===== config.mk =====
export PLATFORM = sky130hd
export DESIGN_NAME = conv_coprocessor
export DESIGN_NICKNAME = d
export VERILOG_FILES = /design/src/rtl/conv_coprocessor.sv
export SDC_FILE = /design/constraint.sdc
export NUM_CORES = 1
export LEC_CHECK = 0
export ABC_AREA = 1
export BUFFER_PORTS_ARGS = -buffer_cell sky130_fd_sc_hd__clkbuf_2
export CORE_MARGIN = 5
export CORE_UTILIZATION = 38
export CTS_CLUSTER_SIZE = 12
export DETAILED_ROUTE_END_ITERATION = 6
export PLACE_DENSITY = 0.54
export SYNTH_ARGS = -nofsm -noshare
export SYNTH_HDL_FRONTEND = slang
export SYNTH_SLANG_ARGS = --single-unit
export TNS_END_PERCENT = 50

===== constraint.sdc =====
create_clock -name clk -period 5.2 [get_ports clk]
set_input_delay 0.52 -clock clk [delete_from_list [all_inputs] [get_ports clk]]
set_output_delay 0.52 -clock clk [all_outputs]
set_load 0.01 [all_outputs]

===== src/rtl/conv_coprocessor.sv =====
// rtl/conv_coprocessor.sv - 1-D convolution engine Z = X * Y over external RAMs; define CONV_SAT_EN for a saturating accumulator
module conv_coprocessor #(
    parameter int DATA_WIDTH = 8,
    parameter int ADDR_WIDTH = 5
) (
    input  logic                      clk,
    input  logic                      rst,
    input  logic                      start,
    input  logic [DATA_WIDTH-1:0]     dataX,
    input  logic [ADDR_WIDTH-1:0]     sizeX,
    output logic [ADDR_WIDTH-1:0]     memX_addr,
    input  logic [DATA_WIDTH-1:0]     dataY,
    input  logic [ADDR_WIDTH-1:0]     sizeY,
    output logic [ADDR_WIDTH-1:0]     memY_addr,
    output logic [2*DATA_WIDTH-1:0]   dataZ,
    output logic                      writeZ,
    output logic [ADDR_WIDTH:0]       memZ_addr,
    output logic                      busy_out,
    output logic                      done_out
);

    localparam int ZW = 2 * DATA_WIDTH;
    localparam int ZA = ADDR_WIDTH + 1;

    localparam logic [2:0] IDLE = 3'd0;
    localparam logic [2:0] CLR  = 3'd1;
    localparam logic [2:0] ADDR = 3'd2;
    localparam logic [2:0] MAC  = 3'd3;
    localparam logic [2:0] WR   = 3'd4;
    localparam logic [2:0] DONE = 3'd5;

    localparam logic [ADDR_WIDTH-1:0] ONE_X = 1;
    localparam logic [ZA-1:0]         ONE_Z = 1;

    logic [2:0]            state;
    logic [ADDR_WIDTH-1:0] lenX;
    logic [ADDR_WIDTH-1:0] lenY;
    logic [ZA-1:0]         lenZ;
    logic [ADDR_WIDTH-1:0] idxI;
    logic [ZA-1:0]         idxK;
    logic [ZW-1:0]         acc;
    logic                  termValid;

    logic [ZW-1:0]         product;
    logic [ZW-1:0]         accNext;
    logic [ZA-1:0]         nextI;
    logic [ZA-1:0]         diffK;
    logic                  inRange;
    logic                  lastI;
    logic                  lastK;
    logic                  emptyRun;

    assign product  = ZW'(dataX) * ZW'(dataY);
    assign lastI    = (idxI == lenX - ONE_X);
    assign lastK    = (idxK == lenZ - ONE_Z);
    assign emptyRun = (sizeX == '0) || (sizeY == '0);

`ifdef CONV_SAT_EN
    logic [ZW:0] sumWide;
    assign sumWide = {1'b0, acc} + {1'b0, product};

    // A carry out pins the accumulator at all-ones until the next CLR.
    always_comb begin
        accNext = acc;
        if (termValid) begin
            accNext = sumWide[ZW] ? {ZW{1'b1}} : sumWide[ZW-1:0];
        end
    end
`else
    always_comb begin
        accNext = acc;
        if (termValid) begin
            accNext = acc + product;
        end
    end
`endif

    // Index of the term that the next ADDR cycle will fetch, and its Y offset.
    always_comb begin
        nextI   = (state == MAC) ? (ZA'(idxI) + ONE_Z) : '0;
        diffK   = idxK - nextI;
        inRange = (idxK >= nextI) && (diffK < ZA'(lenY));
    end

    always_ff @(posedge clk or posedge rst) begin
        if (rst) begin
            state     <= IDLE;
            lenX      <= '0;
            lenY      <= '0;
            lenZ      <= '0;
            idxI      <= '0;
            idxK      <= '0;
            acc       <= '0;
            termValid <= 1'b0;
            memX_addr <= '0;
            memY_addr <= '0;
            dataZ     <= '0;
            memZ_addr <= '0;
            writeZ    <= 1'b0;
            busy_out  <= 1'b0;
            done_out  <= 1'b0;
        end else begin
            writeZ   <= 1'b0;
            done_out <= 1'b0;
            case (state)
                IDLE: begin
                    if (start) begin
                        lenX <= sizeX;
                        lenY <= sizeY;
                        lenZ <= ZA'(sizeX) + ZA'(sizeY) - ONE_Z;
                        idxK <= '0;
                        if (emptyRun) begin
                            state    <= DONE;
                            done_out <= 1'b1;
                        end else begin
                            state    <= CLR;
                            busy_out <= 1'b1;
                        end
                    end
                end
                CLR: begin
                    acc       <= '0;
                    idxI      <= '0;
                    memX_addr <= '0;
                    memY_addr <= inRange ? diffK[ADDR_WIDTH-1:0] : '0;
                    termValid <= inRange;
                    state     <= ADDR;
                end
                ADDR: begin
                    state <= MAC;
                end
                MAC: begin
                    acc <= accNext;
                    if (lastI) begin
                        dataZ     <= accNext;
                        memZ_addr <= idxK;
                        writeZ    <= 1'b1;
                        state     <= WR;
                    end else begin
                        idxI      <= nextI[ADDR_WIDTH-1:0];
                        memX_addr <= nextI[ADDR_WIDTH-1:0];
                        memY_addr <= inRange ? diffK[ADDR_WIDTH-1:0] : '0;
                        termValid <= inRange;
                        state     <= ADDR;
                    end
                end
                WR: begin
                    if (lastK) begin
                        busy_out <= 1'b0;
                        done_out <= 1'b1;
                        state    <= DONE;
                    end else begin
                        idxK  <= idxK + ONE_Z;
                        state <= CLR;
                    end
                end
                DONE: begin
                    state <= IDLE;
                end
                default: begin
                    state <= IDLE;
                end
            endcase
        end
    end

endmodule


==> flow_results.org <==
** Outcome
- Run status :: complete, no violations

** Floorplanning
- Pin placement for this block handled 64 I/O pins.
- Die height :: 145 um
- The die is roughly 150 um wide.
- Core region area :: 18000 sq um
- After floorplanning, the core was divided into slightly below 50 placement rows.
- The initial utilization of the core area, before any placement, comes to 0.387.
- The die covers 21200 sq um.

** Finish
- In the final layout, the multi-input gates occupy between 4000 and 5000 sq um.
- Antenna Diode Count :: 0
- Post-Route Utilization :: 0.431
- The sequential cells in the finished layout cover a total of ~1900 sq um.
- For this run, the number of standard cells in the final layout without fillers is ~1200.
- Once layout is done, the placed cells without fillers occupy approximately 7800 sq um.
- The net count of the finished layout is roughly 1100.
- Layout cells sized above 1 :: 0.113
- Area added between synthesis and finish :: 11.4%
- Fill cell total of the finished layout :: ~1900

** Route
- The detailed router finished its first iteration with 229 violations.
- After detailed routing, the average wire length per cell comes to approximately 13 um.
- Routed wire length :: 15300 um
- Post-DRT Antenna Nets :: 0
- First drt pass iteration count :: 4
- Number of remaining DRC errors :: 0
- For this block, the via count after detailed routing is ~5500.
- Detailed-route vias per instance :: 4.52

** Clock network
- No sink is reached through more buffers than the 2 on the longest clock path.
- Root Buffer Master :: clkbuf_16
- CTS clock-pin slew for the worst setup and hold paths :: about 0.06 ns
- Post-CTS Hold Fix Bufs :: 0
- Once the clock tree was built, the resizer swapped 0 gates to a different size.
- The number of setup buffers added after CTS is 0.
- TritonCTS built the clock tree.
- The later pin in the worst-skew pair is clocked with a latency of roughly 0.34 ns.
- CTS H-tree lvls :: 3
- In this run, CTS created clock tree buffers numbering 9.
- The clock drives 77 sinks.

** Power and ir drop
- LEAKAGE :: 0.00452 uW
- In this run the power spent charging and discharging nets is ~2300 uW.
- Cell area power density :: 600 nW/um^2
- Of the total power, combinational logic draws 0.643.
- Across the VDD grid, the largest voltage drop is 0.247 mV.
- Sw frac :: 0.488
- Of the total power, registers draw 0.214.
- Of the total power, the clock network draws 0.143.
- Internal power summed over all cells :: 2390 uW

** Worst setup path
- Nature of the critical path startpoint :: input pin
- The largest single stage delay on the critical path is about 0.55 ns.
- Ordered list of cells on the worst path :: clkbuf_2, nand2_1, fa_1, fa_1, inv_1, fa_1, inv_1, fa_1, inv_1, ha_1, nand2_1, nand2_1, a21oi_1, nand2_1, xnor2_1, o21ai_0, nand2_1, nand2_1
- Critical Path RT :: approximately 5.5 ns
- Data on the critical path arrives at its endpoint at approximately 4.4 ns.
- Category of the most critical setup path :: in -> reg
- The largest individual stage delay along the critical path comes from the cell fa_1.
- Max Fanout on Critical Path :: 8
- Counting stages on the worst path, the most repeated cell is nand2_1.
- Critical path endpoint category :: flip-flop

** Global routing
- The initial antenna violation count is 0.
- Wire length of the first global-routing pass :: 27900 um
- Via count of the first global-routing pass :: ~5700
- Overall global routing resource usage :: 0.156
- Largest net degree at the start of global routing :: 52
- Global routing finished with a remaining overflow of 0.

** Synth
- Cell with the most instances after synthesis :: nand2_1
- Of the synthesized area, sequential elements account for 0.276.
- Ys flop type :: dfrtp_1
- The synthesized design spends more area on one cell type than any other, namely dfrtp_1.
- Counting flops and latches in the post-synthesis netlist gives between 70 and 80.
- Post-synthesis cell type count :: 32
- Async set-or-reset flop fraction in the synthesized netlist :: 1.00
- Number of enable flip-flop cells after synthesis :: 0
- The commonest cells after synthesis are nand2_1 (293), inv_1 (215), dfrtp_1 (77), ha_1 (58), fa_1 (52).
- Post-synthesis cell count :: roughly 940
- Synth top area share :: 0.276
- The Yosys step of the flow raised 0 warnings.
- Sorting the synthesized cells by area gives the leading types as dfrtp_1 (28%), nand2_1 (16%), fa_1 (15%), inv_1 (12%), ha_1 (10%).
- Net count of the mapped netlist :: approximately 1100
- The mapped netlist covers approximately 7000 sq um.
- Average instance area after synthesis :: 7.39 sq um

** Place
- Port Buffer Count :: 63
- Post-detailed-placement cell area :: 7450 sq um
- The number of placed instances, taps included, is 1208.
- Routability-driven placement finished with a final weighted congestion of 0.820.
- Summed over all nets, the half-perimeter wirelength after detailed placement is 12600 um.

** Hold path
- Hold crit path type :: in -> async

** Timing
- Slew headroom :: 0.448
- Final setup fails :: 0
- RSZ-0062 raised after global routing :: no
- For the pin with the worst max-slew slack, the measured transition is 0.828 ns.
- Dividing the final minimum period by the clock period gives 0.799.
- On the final layout, the worst clock skew is 0.00694 ns.
- Fin crit period :: between 4 and 5 ns
- Number of endpoints with negative hold slack in the final report :: 0
- Fmax :: about 240 MHz
- Sum Neg Setup Slack :: 0 ns
- The max-slew violation total from the final report was 0.

** Job
- Max cap viols :: 0
## path summary, 6_finish.rpt
| check | startpoint | to | slack, ns | cells past startpoint |
|---|---|---|---|---|
| max | dataX[0] | dataZ[10]$_DFFE_PP0P_ | 1.04 | 18 |
| min | rst | dataZ[3]$_DFFE_PP0P_ | 0.17 | 2 |
| max reg2reg | acc[6]$_DFFE_PP0P_ | dataZ[11]$_DFFE_PP0P_ | 1.13 | 17 |
| min reg2reg | memY_addr[4]$_DFFE_PP0P_ | memY_addr[4]$_DFFE_PP0P_ | 0.48 | 2 |
| max in group asynchronous | rst | memY_addr[4]$_DFFE_PP0P_ | 3.98 | 3 |
| min in group clk | sizeX[0] | lenX[0]$_DFFE_PP0P_ | 0.42 | 3 |
## logic make-up after synthesis
logic type               count (synthesis)  share of synthesized area
flip-flops                              77                      0.276
adder cells (fa/ha/maj)                110                      0.253
XOR/XNOR                                24                     0.0301
AND/OR/NAND/NOR                        395                      0.238
buffers and inverters                  259                      0.143
AO/OA/AOI/OAI                           79                     0.0594
## flip-flops by register name, indices dropped and copies added, names as in the netlist, 3 cells and up
signal and cells:
state 3, idxI 5, lenY 5, memY_addr 5, acc 16, memZ_addr 6, lenX 5, idxK 6
lenZ 6, dataZ 16
## per-stage QoR
stage	worst slack [ns]	hold WS (ns)	total power, uW
6_report	1.04	0.172	4660
5_1_grt	0.685	0.219	5330
4_1_cts	1.04	0.186	4740
3_5_place_dp	0.710	0.466	4030
3_3_place_gp	0.691	0.462	4030
2_1_floorplan	0.972	0.449	3350
## layout make-up
type | instances | area share
tap | 229 | 0.0369
clock inverter | 6 | 0.0111
clock buffer | 10 | 0.0295
inverter | 229 | 0.111
sequential | 77 | 0.248
timing repair buffer | 65 | 0.0425
multi-input combinational | 608 | 0.521
## layer usage
layer,track usage,vias up,part of all wire
met5,0,-,0
met2,0.259,79,0.47
met1,0.214,2519,0.49
met4,0.0396,0,0.012
met3,0.0215,16,0.028
li1,-,2913,-
## worst max-delay path: cells and delay by family
kind	cells	cell delay [ns]
simple gates	6	0.59
compound gates	2	0.33
xor+xnor	1	0.15
fa+ha+maj	5	2.48
buf+inv	4	0.34
## cells in the final DEF (no fill, tap or decap), drive strengths merged
cell / n
nor2: 36
fa: 52
buf: 2
a31oi: 1
o22ai: 6
clkbuf: 73
xor2: 10
clkinvlp: 1
nand3b: 1
nor3: 5
a21o: 1
or2: 2
ha: 58
nand2: 296
nand4: 4
o21ai: 55
inv: 229
a21oi: 13
o21a: 2
dfrtp: 77
o21bai: 1
xnor2: 14
nand3: 51
clkinv: 3
bufinv: 2
## power by group through the flow
stage	Combinational, uW	Clock [uW]	Sequential, uW
floorplan	2360	0	991
global placement	3010	0	1010
CTS	3060	683	1000
global route	3590	706	1030
detailed placement	3010	0	1010
finish	3000	666	1000
(Power assumes the default switching activity.)
